--- config.mk ---
export PLATFORM = sky130hd
export DESIGN_NAME = controle_ciclo_rega_flat
export DESIGN_NICKNAME = d
export VERILOG_FILES = /design/src/rtl/controle_ciclo_rega_if.sv /design/src/rtl/controle_ciclo_rega.sv /design/src/flat_wrapper.sv
export SDC_FILE = /design/constraint.sdc
export NUM_CORES = 1
export LEC_CHECK = 0
export ABC_AREA = 1
export CORE_UTILIZATION = 55
export CTS_CLUSTER_DIAMETER = 120
export DETAILED_ROUTE_END_ITERATION = 10
export PLACE_DENSITY = 0.79
export SYNTH_ARGS = -nofsm -noshare
export SYNTH_HDL_FRONTEND = slang
export SYNTH_SLANG_ARGS = --single-unit
--- constraint.sdc ---
create_clock -name clock -period 2.26 [get_ports clock]
set_input_delay 0.452 -clock clock [delete_from_list [all_inputs] [get_ports clock]]
set_output_delay 0.452 -clock clock [all_outputs]
set_load 0.05 [all_outputs]
--- src/rtl/controle_ciclo_rega_if.sv ---
// controle_ciclo_rega_if: irrigation controller signal bundle.
// Carries the decision-logic requests, the tank sensors and operator input
// toward the controller, and the valve drives and status back out.
// master = the side that drives requests/sensors, slave = the controller.
interface controle_ciclo_rega_if;
   logic       gotejamentoReq;
   logic       aspersaoReq;
   logic       erro;
   logic       alarme;
   logic       highLevel;
   logic       clearFault;
   logic       valvulaGotejamento;
   logic       valvulaAspersao;
   logic       valvulaEntrada;
   logic [2:0] estado;
   logic       falha;

   modport master (
      output gotejamentoReq, aspersaoReq, erro, alarme, highLevel, clearFault,
      input  valvulaGotejamento, valvulaAspersao, valvulaEntrada, estado, falha
   );

   modport slave (
      input  gotejamentoReq, aspersaoReq, erro, alarme, highLevel, clearFault,
      output valvulaGotejamento, valvulaAspersao, valvulaEntrada, estado, falha
   );
endinterface

--- src/rtl/controle_ciclo_rega.sv ---
// controle_ciclo_rega: irrigation cycle controller (Moore FSM).
// Runs drip or sprinkler irrigation for TEMPO_REGA cycles, pauses for
// TEMPO_PAUSA cycles, refills the tank on low-level alarm and latches faults.
// Optional macro FILL_TIMEOUT_EN: tank fill that lasts TEMPO_ENCHER cycles
// without reaching the high level is treated as a fault.
module controle_ciclo_rega #(
   parameter int TEMPO_REGA   = 16,
   parameter int TEMPO_PAUSA  = 8,
   parameter int TEMPO_ENCHER = 32
) (
   input logic                   clock,
   input logic                   reset,
   controle_ciclo_rega_if.slave  bus
);

   typedef enum logic [2:0] {
      IDLE   = 3'b000,
      GOTEJ  = 3'b001,
      ASPER  = 3'b010,
      PAUSA  = 3'b011,
      ENCHER = 3'b100,
      FALHA  = 3'b101
   } stateT;

   // Timed exits fire on the edge where the counter holds T-1, so the state
   // is occupied for exactly T cycles.
   localparam logic [15:0] LAST_REGA  = 16'(TEMPO_REGA - 1);
   localparam logic [15:0] LAST_PAUSA = 16'(TEMPO_PAUSA - 1);
`ifdef FILL_TIMEOUT_EN
   localparam logic [15:0] LAST_ENCHER = 16'(TEMPO_ENCHER - 1);
`endif

   // Reject out-of-range timings at elaboration.
   if (TEMPO_REGA < 1 || TEMPO_REGA > 65535) begin : gBadRega
      $error("TEMPO_REGA out of range 1..65535");
   end
   if (TEMPO_PAUSA < 1 || TEMPO_PAUSA > 65535) begin : gBadPausa
      $error("TEMPO_PAUSA out of range 1..65535");
   end
   if (TEMPO_ENCHER < 1 || TEMPO_ENCHER > 65535) begin : gBadEncher
      $error("TEMPO_ENCHER out of range 1..65535");
   end

   stateT       state;
   stateT       stateNext;
   logic [15:0] cycleCount;

   // State register and in-state cycle counter; counter restarts on every change.
   always_ff @(posedge clock or posedge reset) begin
      if (reset) begin
         state      <= IDLE;
         cycleCount <= '0;
      end else begin
         // NOTE: sequential state uses non-blocking assignments so every
         // register samples pre-edge values, independent of statement order.
         state <= stateNext;
         if (stateNext != state) cycleCount <= '0;
         else                    cycleCount <= cycleCount + 16'd1;
      end
   end

   // Next-state decision: fault first, then per-state transitions in priority order.
   always_comb begin
      // NOTE: defaulting every combinational output before the branches keeps
      // paths that assign nothing from inferring a latch.
      stateNext = state;
      if (bus.erro && state != FALHA) begin
         stateNext = FALHA;
      end else begin
         case (state)
            IDLE: begin
               if (bus.alarme && !bus.highLevel) stateNext = ENCHER;
               else if (bus.aspersaoReq)         stateNext = ASPER;
               else if (bus.gotejamentoReq)      stateNext = GOTEJ;
            end
            GOTEJ, ASPER: begin
               // Dropping the request does not shorten the run.
               if (bus.alarme)                  stateNext = PAUSA;
               else if (cycleCount == LAST_REGA) stateNext = PAUSA;
            end
            PAUSA: begin
               if (cycleCount == LAST_PAUSA) stateNext = IDLE;
            end
            ENCHER: begin
               if (bus.highLevel) stateNext = IDLE;
`ifdef FILL_TIMEOUT_EN
               else if (cycleCount == LAST_ENCHER) stateNext = FALHA;
`else
               // No watchdog: fill lasts until high level or a sensor fault.
`endif
            end
            FALHA: begin
               if (bus.clearFault && !bus.erro) stateNext = IDLE;
            end
            default: stateNext = IDLE;
         endcase
      end
   end

   // Moore output decode from the state register; valves are mutually exclusive.
   always_comb begin
      bus.valvulaGotejamento = 1'b0;
      bus.valvulaAspersao    = 1'b0;
      bus.valvulaEntrada     = 1'b0;
      bus.falha              = 1'b0;
      bus.estado             = state;
      case (state)
         GOTEJ:   bus.valvulaGotejamento = 1'b1;
         ASPER:   bus.valvulaAspersao    = 1'b1;
         ENCHER:  bus.valvulaEntrada     = 1'b1;
         FALHA:   bus.falha              = 1'b1;
         default: ;
      endcase
   end

endmodule
--- src/flat_wrapper.sv ---
// flat-port wrapper written by rule: the top's interface ports become plain ports
module controle_ciclo_rega_flat 
#(
   parameter int TEMPO_REGA   = 16,
   parameter int TEMPO_PAUSA  = 8,
   parameter int TEMPO_ENCHER = 32
)
  (clock, reset, bus_gotejamentoReq, bus_aspersaoReq, bus_erro, bus_alarme, bus_highLevel, bus_clearFault, bus_valvulaGotejamento, bus_valvulaAspersao, bus_valvulaEntrada, bus_estado, bus_falha);
  controle_ciclo_rega_if bus_i ();
  input logic clock;
  input logic reset;
  input wire logic [$bits(bus_i.gotejamentoReq)-1:0] bus_gotejamentoReq;
  input wire logic [$bits(bus_i.aspersaoReq)-1:0] bus_aspersaoReq;
  input wire logic [$bits(bus_i.erro)-1:0] bus_erro;
  input wire logic [$bits(bus_i.alarme)-1:0] bus_alarme;
  input wire logic [$bits(bus_i.highLevel)-1:0] bus_highLevel;
  input wire logic [$bits(bus_i.clearFault)-1:0] bus_clearFault;
  output wire logic [$bits(bus_i.valvulaGotejamento)-1:0] bus_valvulaGotejamento;
  output wire logic [$bits(bus_i.valvulaAspersao)-1:0] bus_valvulaAspersao;
  output wire logic [$bits(bus_i.valvulaEntrada)-1:0] bus_valvulaEntrada;
  output wire logic [$bits(bus_i.estado)-1:0] bus_estado;
  output wire logic [$bits(bus_i.falha)-1:0] bus_falha;
  assign bus_i.gotejamentoReq = bus_gotejamentoReq;
  assign bus_i.aspersaoReq = bus_aspersaoReq;
  assign bus_i.erro = bus_erro;
  assign bus_i.alarme = bus_alarme;
  assign bus_i.highLevel = bus_highLevel;
  assign bus_i.clearFault = bus_clearFault;
  assign bus_valvulaGotejamento = bus_i.valvulaGotejamento;
  assign bus_valvulaAspersao = bus_i.valvulaAspersao;
  assign bus_valvulaEntrada = bus_i.valvulaEntrada;
  assign bus_estado = bus_i.estado;
  assign bus_falha = bus_i.falha;
  controle_ciclo_rega #(.TEMPO_REGA(TEMPO_REGA), .TEMPO_PAUSA(TEMPO_PAUSA), .TEMPO_ENCHER(TEMPO_ENCHER)) u_core (.clock(clock), .reset(reset), .bus(bus_i));
endmodule
==> impl_metrics.json <==
{
  "finalSetupViolations": 0,
  "power_w": 0.001666,
  "cp-start-kind": "flop",
  "n_antenna_cell": 0,
  "wl_met1_mm": 1.100,
  "grt_pass1_vias": 924,
  "wl_per_cell_um": 11.04,
  "worst_pin_slew_ps": 680.3,
  "crit_chain": "clkdlybuf4s50_1",
  "finalHoldViolations": 0,
  "syn_inst": 153,
  "first_pass_iters": 3,
  "synth_top_family_by_area": "simple AND/OR/NAND/NOR gates",
  "critPathBufInv": 1,
  "grt_use_total_pct": 20.67,
  "critPathMaxStageDelay_ps": 830,
  "synth_compound_area_share_pct": 3.509,
  "layout-drive-gt1-share_pct": 24.26,
  "first_iter_violations": 2,
  "met2_length_mm": 1.006,
  "avgSynthCellArea_sq_um": 8.390,
  "initial_core_util_pct": 58.03,
  "synth_xor_area_share_pct": 9.454,
  "rsz0062_at_grt": "false",
  "post-route-min-period_ps": 1991,
  "yosys_warnings": 0,
  "max_freq_mhz": 502.2,
  "yosys.area_share.simple_pct": 40.25,
  "rows": 17,
  "clock_sinks": 19,
  "met3_length_um": 54,
  "finalCritPeriodShare_pct": 88.11,
  "antenna_found_initial": 0,
  "cts_tree": "built",
  "path_delay_family": "buffers and inverters",
  "slew_violations": 0,
  "power.leakage_nw": 0.6490,
  "min_path_type": "reg2reg",
  "status": "finished clean",
  "criticalPathCategory": "reg2out",
  "path_max_fanout": 4,
  "wl_mm": 2.175,
  "gp_congestion": 0.8852,
  "synth_nets": 162,
  "remaining_drc_errors": 0,
  "power_density_nw_per_um2": 1144,
  "fin_tns_setup_ps": 0,
  "crit_start": "u_core.bus.estado[2]$_DFF_PP0_",
  "synth_mux_area_share_pct": 0,
  "fp.dieH_um": 50.31,
  "synth_cell_types": 27,
  "vias": 953,
  "most-common-layout-cells": "nor2_1, nand2_1, dfrtp_1, inv_1, nor2_4",
  "cts.htree.levels": 1,
  "pin_count": 15,
  "timing.rr.start": "u_core.cycleCount[0]$_DFF_PP0_",
  "cts_max_path_buffers": 2,
  "die_w_um": 50.31,
  "synth-adder-area-share_pct": 0.9747,
  "synth-seq-cells": 19,
  "highest_layer": "met4",
  "overflow": 0,
  "final_common_cell": "nor2_1",
  "areaGrowthSynthToFinish_pct": 13.45,
  "dp_hpwl_mm": 1.724,
  "port_buffers": 14,
  "netlist_area_sq_um": 1284,
  "cts_setup_buffers": 0,
  "grt_max_degree": 20,
  "dieArea_sq_um": 2531,
  "drv_cap": 0,
  "critPathRequiredTime_ps": 1810,
  "coreArea_sq_um": 2212,
  "holdCritStartpoint": "u_core.cycleCount[0]$_DFF_PP0_",
  "ys_seq_area_share_pct": 37.04,
  "grt_pass1_wl_mm": 3.981,
  "root_buffer": "clkbuf_4",
  "finalClockSkew_ps": 5.050,
  "clk_latency_ps": 290,
  "vdd_ir_drop_max_v": 0.0008083,
  "clkSlewWorstSetupHoldPaths_ps": 100,
  "cp_slowest_cell": "clkdlybuf4s50_1",
  "nNetsFinal": 179,
  "routed_via_density": 4.838,
  "worst_setup_path_end_kind": "output pin",
  "drtAntennaViolNets": 0,
  "slew-limit-headroom_pct": 54.60,
  "cts_inserted_buffers": 3,
  "cp_data_arrival_time_ps": 1540
}
==> cell type report <==
class                           instances  area (sq um)
Clock buffer                            3         22.52
Tap cell                               28         35.03
Timing Repair Buffer                   15         146.4
Clock inverter                          1         5.005
Multi-Input combinational cell        113         701.9
Sequential cell                        19         475.5
Inverter                               18         70.07
Fill cell                             209         755.7
==> state kept, by name, indices dropped and copies added (netlist names) <==
register / flops
u_core.cycleCount: 16
u_core.bus.estado: 3
==> synthesized netlist by cell type <==
master / n / share of area [%]
nand3_4: 1 / 1.4
nand4_1: 2 / 0.97
buf_6: 2 / 1.8
dfrtp_1: 19 / 37
nor2_4: 10 / 8.8
nand3_1: 9 / 3.5
nand2_1: 26 / 7.6
nor2_1: 27 / 7.9
nor3_1: 2 / 0.78
inv_2: 2 / 0.59
a21oi_2: 1 / 0.68
nand2_2: 4 / 1.9
o21bai_1: 1 / 0.59
inv_1: 15 / 4.4
ha_1: 1 / 0.97
o22ai_1: 1 / 0.49
inv_4: 1 / 0.49
buf_12: 1 / 1.6
nor2_2: 4 / 1.9
nand3_2: 4 / 3.1
nor3_2: 3 / 2.3
o31ai_1: 1 / 0.59
o21ai_0: 1 / 0.39
xnor2_1: 4 / 2.7
xor2_2: 1 / 1.3
a21oi_1: 2 / 0.78
xor2_1: 8 / 5.5
==> path summary, 6_finish.rpt <==
check	endpoint	slack [ps]	depth (start not counted)
worst min-delay path	u_core.cycleCount[0]$_DFF_PP0_	480	1
worst max-delay path	bus_estado[2]	270	1
min in group asynchronous	u_core.bus.estado[0]$_DFF_PP0_	550	2
worst max register to register	u_core.cycleCount[0]$_DFF_PP0_	440	13
max in group asynchronous	u_core.cycleCount[9]$_DFF_PP0_	1270	2
worst min register to register	u_core.cycleCount[0]$_DFF_PP0_	480	1
==> per-layer routing <==
| metal | global-route usage [%] | vias to the layer above |
|---|---|---|
| met4 | 3.241 | 0 |
| met3 | 5.758 | 2 |
| met2 | 32.00 | 7 |
| met1 | 29.23 | 432 |
| met5 | 0 | - |
| li1 | - | 512 |
==> through the flow <==
step	hold WS (ps)	utilization, %	cells	setup WS [ps]	area [sq um]
finish	483.3	65.84	197	268.6	1456
global route	506.9	65.84	197	220.5	1456
CTS	493.8	65.84	197	245.5	1456
detailed placement	478.7	64.65	193	181.5	1430
global placement	445.9	64.65	193	250.8	1430
floorplan	403.1	-	153	74.09	1290
==> report_power, final <==
group          leakage (nW)  total, W  switching, W  internal [W]
logic                 0.373   0.00104      0.000706      0.000330
clock network        0.0177  0.000166      0.000101     0.0000658
registers             0.258  0.000463     0.0000860      0.000377
total                 0.649   0.00167      0.000893      0.000773
==> worst register-to-register path, delay by kind of cell (launching register included) <==
kind / cells / cell delay (ps)
flip-flops: 1 / 390
AND/OR/NAND/NOR: 11 / 890
buffers and inverters: 1 / 190
adder cells (fa/ha/maj): 1 / 240
==> cell families after synthesis <==
| family | count (synthesis) |
|---|---|
| AND/OR/NAND/NOR | 92 |
| buffers and inverters | 21 |
| adder cells (fa/ha/maj) | 1 |
| XOR/XNOR | 13 |
| flip-flops | 19 |
| AO/OA/AOI/OAI | 7 |
==> what timing repair did <==
item,4_1_cts,5_1_grt
resized for setup,1,0
hold buffers,0,0
endpoints found under the setup margin,1,0
Note: power is estimated with default switching activity, not from simulation.
